**config.mk**
```make
export PLATFORM = sky130hd
export DESIGN_NAME = input_conditioner
export DESIGN_NICKNAME = d
export VERILOG_FILES = /design/src/rtl/input_conditioner_pkg.sv /design/src/rtl/debounce_cell.sv /design/src/rtl/input_conditioner.sv
export SDC_FILE = /design/constraint.sdc
export NUM_CORES = 1
export LEC_CHECK = 0
export ABC_AREA = 1
export CAP_MARGIN = 20
export CORE_UTILIZATION = 58
export CTS_BUF_LIST = sky130_fd_sc_hd__clkbuf_4 sky130_fd_sc_hd__clkbuf_8
export DETAILED_ROUTE_END_ITERATION = 16
export PLACE_DENSITY_LB_ADDON = 0.3
export SYNTH_ARGS = -nofsm -noshare
export SYNTH_HDL_FRONTEND = slang
export SYNTH_SLANG_ARGS = --single-unit
```
**constraint.sdc**
```tcl
create_clock -name clk_clk -period 1.6 [get_ports clk_clk]
set_input_delay 0.4 -clock clk_clk [delete_from_list [all_inputs] [get_ports clk_clk]]
set_output_delay 0.4 -clock clk_clk [all_outputs]
set_load 0.01 [all_outputs]
```
**src/rtl/input_conditioner_pkg.sv**
```systemverilog
// Shared types and defaults for the pushbutton/switch input conditioner.
// Imported by the debounce cell and the top level.
package input_conditioner_pkg;

    typedef enum logic {
        IDLE  = 1'b0,
        COUNT = 1'b1
    } cell_state_e;

    localparam int DEF_SYNC_STAGES     = 2;
    localparam int DEF_DEBOUNCE_CYCLES = 1000000;

    // Width of the stability counter; never narrower than one bit.
    function automatic int counter_width(input int cycles);
        return ($clog2(cycles) < 1) ? 1 : $clog2(cycles);
    endfunction

endpackage

```
**src/rtl/debounce_cell.sv**
```systemverilog
// One synchronizer + debouncer for a single asynchronous input bit.
// 'level' is the debounced value; 'toggle' pulses in the cycle it changes.
module debounce_cell
    import input_conditioner_pkg::*;
#(
    parameter int   SYNC_STAGES     = DEF_SYNC_STAGES,
    parameter int   DEBOUNCE_CYCLES = DEF_DEBOUNCE_CYCLES,
    parameter logic RESET_SYNC_VAL  = 1'b0,
    parameter logic INVERT          = 1'b0
) (
    input  logic clk_clk,
    input  logic reset_reset_n,
    input  logic raw,
    output logic level,
    output logic toggle
);

    localparam int             CW       = counter_width(DEBOUNCE_CYCLES);
    localparam logic [CW-1:0]  CNT_LAST = CW'(DEBOUNCE_CYCLES - 1);

    logic [SYNC_STAGES-1:0] sync_ff;
    logic                   sync_val;
    cell_state_e            state;
    cell_state_e            state_next;
    logic [CW-1:0]          count;
    logic [CW-1:0]          count_next;
    logic                   level_next;
    logic                   toggle_next;

    always_ff @(posedge clk_clk) begin
        if (!reset_reset_n) begin
            sync_ff <= {SYNC_STAGES{RESET_SYNC_VAL}};
        end else begin
            sync_ff <= {sync_ff[SYNC_STAGES-2:0], raw};
        end
    end

    // Inversion happens after the synchronizer so everything below is active-high.
    assign sync_val = sync_ff[SYNC_STAGES-1] ^ INVERT;

    always_ff @(posedge clk_clk) begin
        if (!reset_reset_n) begin
            state  <= IDLE;
            count  <= '0;
            level  <= 1'b0;
            toggle <= 1'b0;
        end else begin
            state  <= state_next;
            count  <= count_next;
            level  <= level_next;
            toggle <= toggle_next;
        end
    end

    // The IDLE cycle that first sees a difference already counts as stable sample one.
    always_comb begin
        state_next  = state;
        count_next  = count;
        level_next  = level;
        toggle_next = 1'b0;
        case (state)
            IDLE: begin
                count_next = '0;
                if (sync_val != level) begin
                    state_next = COUNT;
                    count_next = CW'(1);
                end
            end
            COUNT: begin
                if (sync_val == level) begin
                    state_next = IDLE;
                    count_next = '0;
                end else if (count == CNT_LAST) begin
                    state_next  = IDLE;
                    count_next  = '0;
                    level_next  = sync_val;
                    toggle_next = 1'b1;
                end else begin
                    count_next = count + CW'(1);
                end
            end
            default: begin
                state_next = IDLE;
                count_next = '0;
            end
        endcase
    end

endmodule

```
**src/rtl/input_conditioner.sv**
```systemverilog
// Debounced key/switch front end feeding the System key and switch PIO inputs.
// Adds press/release pulses and sticky per-key press flags with a clear handshake.
module input_conditioner
    import input_conditioner_pkg::*;
#(
    parameter int NUM_KEYS        = 4,
    parameter int NUM_SW          = 10,
    parameter int SYNC_STAGES     = DEF_SYNC_STAGES,
    parameter int DEBOUNCE_CYCLES = DEF_DEBOUNCE_CYCLES
) (
    input  logic                clk_clk,
    input  logic                reset_reset_n,
    input  logic [NUM_KEYS-1:0] key_raw_n,
    input  logic [NUM_SW-1:0]   sw_raw,
    output logic [NUM_KEYS-1:0] key_level,
    output logic [NUM_KEYS-1:0] key_press,
    output logic [NUM_KEYS-1:0] key_release,
    output logic [NUM_KEYS-1:0] key_event,
    input  logic [NUM_KEYS-1:0] key_event_clr,
    output logic [NUM_SW-1:0]   sw_level,
    output logic [NUM_SW-1:0]   sw_change
);

    if (DEBOUNCE_CYCLES < 2 || SYNC_STAGES < 2) begin : g_bad_params
        $error("input_conditioner: DEBOUNCE_CYCLES and SYNC_STAGES must both be >= 2");
    end

    logic [NUM_KEYS-1:0] key_toggle;

    // Key pins idle high, so their synchronizers reset to 1 and are inverted.
    for (genvar i = 0; i < NUM_KEYS; i++) begin : g_key
        debounce_cell #(
            .SYNC_STAGES     (SYNC_STAGES),
            .DEBOUNCE_CYCLES (DEBOUNCE_CYCLES),
            .RESET_SYNC_VAL  (1'b1),
            .INVERT          (1'b1)
        ) u_cell (
            .clk_clk       (clk_clk),
            .reset_reset_n (reset_reset_n),
            .raw           (key_raw_n[i]),
            .level         (key_level[i]),
            .toggle        (key_toggle[i])
        );
    end

    for (genvar i = 0; i < NUM_SW; i++) begin : g_sw
        debounce_cell #(
            .SYNC_STAGES     (SYNC_STAGES),
            .DEBOUNCE_CYCLES (DEBOUNCE_CYCLES),
            .RESET_SYNC_VAL  (1'b0),
            .INVERT          (1'b0)
        ) u_cell (
            .clk_clk       (clk_clk),
            .reset_reset_n (reset_reset_n),
            .raw           (sw_raw[i]),
            .level         (sw_level[i]),
            .toggle        (sw_change[i])
        );
    end

    assign key_press   = key_toggle & key_level;
    assign key_release = key_toggle & ~key_level;

    // A press arriving together with a clear wins, so no press is ever lost.
    always_ff @(posedge clk_clk) begin
        if (!reset_reset_n) begin
            key_event <= '0;
        end else begin
            key_event <= (key_event & ~key_event_clr) | key_press;
        end
    end

endmodule

```
==> impl_metrics.tcl <==
set metrics [dict create \
    die_w_um 178 \
    reg2reg_setup_slack_ns 0.08 \
    ys_top_cells_by_count "nand2_1 (667), nor2_1 (565), dfxtp_1 (354)" \
    io_pins 56 \
    vias_per_cell 5.12 \
    number_of_antenna_violations_at_the_first_check_in_global_routing 0 \
    ys_top_cells_by_area "dfxtp_1 (40%), nand2_1 (14%), nor2_1 (12%), inv_1 (6.9%), xor2_1 (4.2%)" \
    clk_latency_worst_skew_pair_ns 0.60 \
    worstMarginPinSlew_ns 0.496 \
    critPathLaunch "g_key[0].u_cell.toggle$_SDFF_PP0_" \
    die_area_mm2 0.0315 \
    clock_tree.buffer_depth 3 \
    area_inside_the_core_boundary_mm2 0.0300 \
    grt_setup_unrepaired "true" \
    drt_pre_antenna_iters 5 \
    synth.avg_cell_area_um2 6.71 \
    syn2layout_area_growth_pct 15.3 \
    timing.critical_path.required_ns 1.20 \
    fin_util_pct 68.8 \
    crit-reg2reg-capture "g_key[0].u_cell.count[10]$_SDFF_PP0_" \
    vias 16600 \
    setup_viol 1 \
    synth.top_cell.area_share_pct 39.6 \
    setup-tns-final_ns -0.00750 \
    final_worst_path_cycle_share_pct 100 \
    post-route-worst-setup-slack_ns -0.00750 \
    grt.total_usage_pct 24.3 \
    post-synth-top-count-cell "nand2_1" \
    finalHoldViolations 0 \
    n_antenna_cell 0 \
    worstHoldPathType "input port to flop" \
    synthCells 2665 \
    maximum_number_of_pins_on_one_net_before_global_route_repair 20 \
    post-place-ws_ns 0.0210 \
    cp-end-kind "output port" \
    grt_overflow 0 \
    violated_checks "negative setup slack" \
    initialDrtViolationCount 964 \
    syn_nets 2699 \
    remaining_drc_errors 0 \
    dieHeight_um 178 \
    fin_skew_ns 0.0213 \
    power.ir.vdd_worst_v 0.000677 \
    final_net_count 2831 \
    cts_max_level 2 \
    floorplan.rows 63 \
    critPathCapture "key_release[0]" \
    clkSlewWorstSetupHoldPaths_ns 0.06 \
    finalPower_w 0.0180 \
    global_route_wire_length_before_repair_mm 65.2 \
    root_buffer "clkbuf_8" \
    critPathMaxFanout 2 \
    worstSetupStartpointType "flop" \
    total_standard_cell_area_after_synthesis_mm2 0.0179 \
    cts_made_buffers 58 \
    synth.largest_area_cell "dfxtp_1" \
    synth-edff-count 0 \
    synth.distinct_cells 44 \
    place_hpwl_mm 27.8 \
    power.density_cell_area_mw_per_mm2 873 \
    report.final.slew_viol_count 0 \
    ys_dominant_reg_cell "dfxtp_1" \
    maxSlewHeadroom_pct 66.7 \
    post_route_cells_drive_above_1_share_pct 12.8 \
    power_leakage_nw 7.37 \
    buffer_ports.inserted 55 \
    timing_worst_setup_path_type "flop to output port" \
    wire_per_inst_um 12.0 \
    ff2ff_path_depth 7 \
    finalHoldWorstSlack_ns 0.270 \
    worst_r2r_startpoint "g_key[0].u_cell.count[0]$_SDFF_PN0_" \
    max_freq_mhz 622 \
    drt-total-wl_mm 38.7 \
    maxCapViolations 0 \
    numClockSinks 354 \
    yosys_register_bits 354 \
    asyncSetResetFlopFracSynth_pct 0 \
    via_count_of_the_first_global_routing_pass 15200 \
    critPathArrivalTime_ns 1.21 \
    fin_crit_ns 1.61 \
    status "finished, violations left" \
    synth-warning-count 0 \
    cts_tree "built" \
    gpl.final_weighted_congestion 0.938 \
    antenna_violating_nets_post_route 0 \
    seq_area_frac_synth_pct 39.6 \
    initial_utilization_pct 59.7 \
]
[routing by layer]
metal	wire (um)	global-route usage, %	vias up
met3	1840	3.71	72
met5	0	0	-
met2	18400	42.9	384
met1	17600	30.3	7512
met4	809	7.37	0
li1	-	-	8588
[kinds of logic after synthesis]
group	Yosys count	share of synthesized area [%]
buf+inv	384	9.05
compound gates	170	5.04
fa+ha+maj	14	0.980
flops	354	39.6
xor+xnor	114	5.58
simple gates	1629	39.7
[cell type report]
| type | count | area [um^2] |
|---|---|---|
| multi-input cells | 1928 | 9360 |
| fillers | 2548 | 9340 |
| flip-flops and latches | 354 | 7140 |
| inverters | 336 | 1260 |
| clock buffers | 86 | 1140 |
| repair buffers | 119 | 1030 |
| well taps | 390 | 488 |
| clock inverters | 19 | 201 |
[critical path: stages, from the launching register on]
cell	delay (ns)
dfxtp_2	0.36
inv_1	0.05
nor2_1	0.07
buf_2	0.13
[power breakdown]
| group | switching, W | total (W) | internal [W] |
|---|---|---|---|
| logic | 0.000144 | 0.000257 | 0.000113 |
| registers | 0.0000328 | 0.00889 | 0.00886 |
| clock network | 0.00365 | 0.00886 | 0.00521 |
| total | 0.00383 | 0.0180 | 0.0142 |
[cells in the final DEF, fill, tap and decap left out, types with 57 or more instances in the layout]
cell type | synthesis | final
buf_4 | 30 | 57
dfxtp_1 | 354 | 328
nand3_1 | 122 | 118
a21oi_1 | 121 | 121
inv_1 | 329 | 322
clkbuf_8 | 0 | 79
xor2_1 | 86 | 86
nor2_1 | 565 | 554
nand2_1 | 667 | 661
nand4_1 | 94 | 94
[how the worst min path moves through the flow]
stage / start / to / cells past startpoint
2_1_floorplan: g_sw[0].u_cell.sync_ff[0]$_SDFF_PN0_ / g_sw[0].u_cell.sync_ff[1]$_SDFF_PN0_ / 2
3_3_place_gp: g_key[0].u_cell.sync_ff[0]$_SDFF_PN1_ / g_key[0].u_cell.sync_ff[1]$_SDFF_PN1_ / 1
3_5_place_dp: g_key[3].u_cell.sync_ff[0]$_SDFF_PN1_ / g_key[3].u_cell.sync_ff[1]$_SDFF_PN1_ / 1
4_1_cts: reset_reset_n / g_sw[7].u_cell.level$_SDFFE_PN0P_ / 4
5_1_grt: reset_reset_n / g_sw[9].u_cell.sync_ff[1]$_SDFF_PN0_ / 4
6_report: reset_reset_n / g_sw[7].u_cell.level$_SDFFE_PN0P_ / 4
[sequential cells by signal, summed over array words and instances, names as in the netlist]
name                  flops
g_key.u_cell.state        4
g_sw.u_cell.level        10
g_key.u_cell.level        4
key_event                 4
g_key.u_cell.toggle       4
g_sw.u_cell.state        10
g_key.u_cell.count       80
g_key.u_cell.sync_ff      8
g_sw.u_cell.sync_ff      20
g_sw.u_cell.toggle       10
g_sw.u_cell.count       200
[through the flow]
stage,area (um^2),std cells
2_1_floorplan,17900,2665
3_3_place_gp,19000,3106
3_5_place_dp,19000,3106
4_1_cts,20300,3220
5_1_grt,20600,3232
6_report,20600,3232
[what timing repair did]
action                     CTS  global route
setup endpoints to repair   36           211
resized for setup          137            62
hold buffers                 0             0
gates cloned                 0             1
buffers inserted             9            11
pin swaps                    1            10
Note: power is estimated with default switching activity, not from simulation.
==> edit 1, RTL diff (config.mk and constraints unchanged) <==
`NUM_KEYS`: 4 -> 8.
--- a/src/rtl/input_conditioner.sv
+++ b/src/rtl/input_conditioner.sv
@@ -4,5 +4,5 @@
     import input_conditioner_pkg::*;
 #(
-    parameter int NUM_KEYS        = 4,
+    parameter int NUM_KEYS        = 8,
     parameter int NUM_SW          = 10,
     parameter int SYNC_STAGES     = DEF_SYNC_STAGES,
Interface: changed (6 resized); port bits go from 56 to 80. No check against the original RTL was run, so the function may have changed too.
==> edit 1 against the original RTL <==
The flow still finishes with violations (setup timing); setup slack worse by 0.047 ns; utilization up 2.0 points; power up 29%; critical endpoint unchanged; maximum frequency down 2.8%; sequential cell count up 104; final cell count up 29%; count of clock-buffer cells in the layout up 41; largest power group unchanged; first-iteration DRC count up 8.2%; wire length up 31%; design area up 30%; synthesized area up 26%.
==> edit 1: results (changes against the original RTL) <==
failing checks: setup timing
Setup Skew: 0.0180 ns (-0.00330 ns)
status: complete, but fails checks
Nets: 3658 (+29%)
Synth cell types: 38 (-14%)
DP HPWL: 35300 µm (+27%)
clk cell area share: 0.0641 (-0.000976)
DR WL met3: 2300 µm (+25%)
DR vias: 21500 (+30%)
average cell area after synthesis: 6.69 µm² (-0.32%)
setup_tns: -0.160 ns (-0.152 ns)
wire length of the first global-routing pass: 84400 µm (+30%)
CP arrival: 1.25 ns (+0.04 ns)
sequential share of cell area: 0.345 (-0.00141)
met1 Use GR: 0.299 (-0.00428)
Layout fillers: 3113 (+22%)
initial DRC count: 1043 (+8.2%)
Layout non-clock buf frac: 0.0679 (+0.0179)
Met1 Wirelength: 22200 µm (+26%)
seq pwr: 11.5 mW (+29%)
Setup WS post-layout: -0.0545 ns (-0.0470 ns)
final setup vio count: 8 (+7)
overall power: 23.1 mW (+29%)
grt met2 use: 0.449 (+0.0207)
num sequential: 458 (+29%)
Non-clock buffers: 227 (+91%)
clock buf count: 127 (+48%)
WL/cell: 12.1 µm (+1.0%)
## edit 1: final timing paths
path | start | endpoint | depth (start not counted)
worst max-delay path | g_key[0].u_cell.toggle | key_release[0] | 3
worst min-delay path | reset_reset_n | g_key[2].u_cell.level | 4
worst max register to register | g_key[3].u_cell.level | key_event[3] | 10
worst min register to register | g_sw[4].u_cell.sync_ff[0] | g_sw[4].u_cell.sync_ff[1] | 2
## edit 1: cells by family (layout without fill, tap and decap cells)
family                     count (synthesis)  in the layout  share of synthesized area
DFF                                      458            458                      0.408
adders and majority gates                 18             18                     0.0100
buffers and inverters                    456            764                     0.0852
AOI/OAI and AO/OA                        239            239                     0.0550
xor gates and xnor gates                 143            143                     0.0558
and+or+nand+nor                         2043           2048                      0.386
## edit 1: repair_timing
action,4_1_cts,5_1_grt
pin swaps,5,27
endpoints found under the setup margin,89,320
gates resized for setup,260,131
gates cloned,0,5
setup buffers,21,10
==> edit 2, RTL diff (same settings) <==
Made on the original files. Register the output `key_level`, without a reset; this adds one clock of latency there. The other outputs are not delayed to match.
--- a/src/rtl/input_conditioner.sv
+++ b/src/rtl/input_conditioner.sv
@@ -22,4 +22,6 @@
 );
 
+    logic [NUM_KEYS-1:0] key_level_d;
+
     if (DEBOUNCE_CYCLES < 2 || SYNC_STAGES < 2) begin : g_bad_params
         $error("input_conditioner: DEBOUNCE_CYCLES and SYNC_STAGES must both be >= 2");
@@ -39,5 +41,5 @@
             .reset_reset_n (reset_reset_n),
             .raw           (key_raw_n[i]),
-            .level         (key_level[i]),
+            .level         (key_level_d[i]),
             .toggle        (key_toggle[i])
         );
@@ -59,6 +61,6 @@
     end
 
-    assign key_press   = key_toggle & key_level;
-    assign key_release = key_toggle & ~key_level;
+    assign key_press   = key_toggle & key_level_d;
+    assign key_release = key_toggle & ~key_level_d;
 
     // A press arriving together with a clear wins, so no press is ever lost.
@@ -71,4 +73,8 @@
     end
 
+    always_ff @(posedge clk_clk) begin
+        key_level <= key_level_d;
+    end
+
 endmodule
 
Function: no difference found for any inputs over 4 cycles, from zero or initial values and one cycle with reset_reset_n low; that may be too few to reach the edited logic, so the function may still have changed.
==> edit 2 against the original RTL <==
The run still ends with setup timing left; design area grew 2.4%; clock skew rose by 0.0018 ns; power up 0.63%; combinational power increased by 6%; wire length increased by 3.5%; global-route usage grew 0.56 points; synthesized area hardly changed; setup slack worse by 0.027 ns; first-iteration DRC count shrank 3.0%; via count is 2.1% higher; sequential cell count grew 4; critical endpoint unchanged; largest cell class unchanged.
==> edit 2: results (changes against the original RTL) <==
# clock sinks: 358 (+1.1%)
Hold WS: 0.237 ns (-0.0334 ns)
Synth area leaders: dfxtp_1 (40%), nand2_1 (14%), nor2_1 (12%)
Met1 Wirelength: 17900 µm (+1.4%)
Non-clock buffers: 180 (+51%)
final setup vio count: 1 (unchanged)
fin cells: 3299 (+2.1%)
R2R Path End: g_key[0].u_cell.count[12]
Setup Skew: 0.0231 ns (+0.00181 ns)
initial DRC count: 935 (-3.0%)
number of global-route vias before repair: 15900 (+4.6%)
seq pwr: 9.00 mW (+1%)
setup_tns: -0.0343 ns (-0.0268 ns)
Layout non-clock buf frac: 0.0724 (+0.0225)
RD Place Congestion: 0.941 (+0.26%)
Psw: 3.83 mW (about the same)
setup slack, reg-to-reg: 0.06 ns (-0.02 ns)
Resized Gates After CTS: 117 (-15%)
LEAKAGE: 7.69 nW (+4.2%)
comb_multi_in: 1920 (-0.41%)
final core occ: 0.705 (+0.0163)
status: complete, but fails checks
RR Startpoint: g_key[0].u_cell.count[1]
Setup Fix Bufs, Post-CTS: 7 (-2)
Total Routing Usage GR: 0.249 (+0.00559)
Non-clock inverters: 342 (+1.8%)
Synthesized Nets: 2697 (-0.074%)
dpl cell area: 19400 µm² (+2.2%)
DP HPWL: 28800 µm (+3.4%)
grt met2 use: 0.447 (+0.0182)
placed insts: 3161 (+1.8%)
Worst slew margin: 0.652 (-0.0146)
Num CTS Buffers: 59 (+1.7%)
P_comb: 0.272 mW (+6%)
WL final: 40100 µm (+3.5%)
area of the multi-input gates: 9270 µm² (-0.92%)
clock buf count: 91 (+5.8%)
Clk power: 8.85 mW (about the same)
clk cell area share: 0.0633 (-0.00174)
Setup WS post-layout: -0.0343 ns (-0.0268 ns)
Crit path max-delay family: flip-flops
Max VDD drop: 0.000638 V (-5.8%)
wire length of the first global-routing pass: 66900 µm (+2.7%)
fraction of layout cells with a size suffix above 1: 0.142 (+0.0142)
Layout fillers: 2533 (-0.59%)
routed wl met2: 19300 µm (+4.9%)
Synth cell types: 41 (-6.8%)
failing checks: setup timing
synth cell count leaders: nand2_1 (662), nor2_1 (568), dfxtp_1 (358)
DP Worst Slack: -0.208 ns (-0.229 ns)
CP arrival: 1.23 ns (+0.02 ns)
DR WL met3: 1980 µm (+7.6%)
Nets: 2895 (+2.3%)
GR Util met3: 0.0392 (+0.00214)
[edit 2: changes by cell type after synthesis, sizes merged, moves of 2 or more]
| cell | delta |
|---|---|
| xor2 | -8 |
| or2 | -8 |
| inv | +6 |
| nand2 | -3 |
| nand4 | +2 |
| buf | -4 |
| xnor2 | +6 |
| nand3b | -2 |
| o21ai | +3 |
| nor3 | -2 |
| dfxtp | +4 |
| nor4 | +2 |
| a21oi | +4 |
| nand3 | -3 |
[edit 2: cell families (layout without fill, tap and decap cells)]
| kind of cell | after synthesis | after routing | synth area share |
|---|---|---|---|
| AO/OA/AOI/OAI | 177 | 177 | 0.0529 |
| flip-flops | 358 | 358 | 0.401 |
| AND/OR/NAND/NOR | 1615 | 1617 | 0.390 |
| buffers and inverters | 387 | 631 | 0.0910 |
| XOR/XNOR | 112 | 112 | 0.0549 |
| adder cells (fa/ha/maj) | 14 | 14 | 0.00980 |
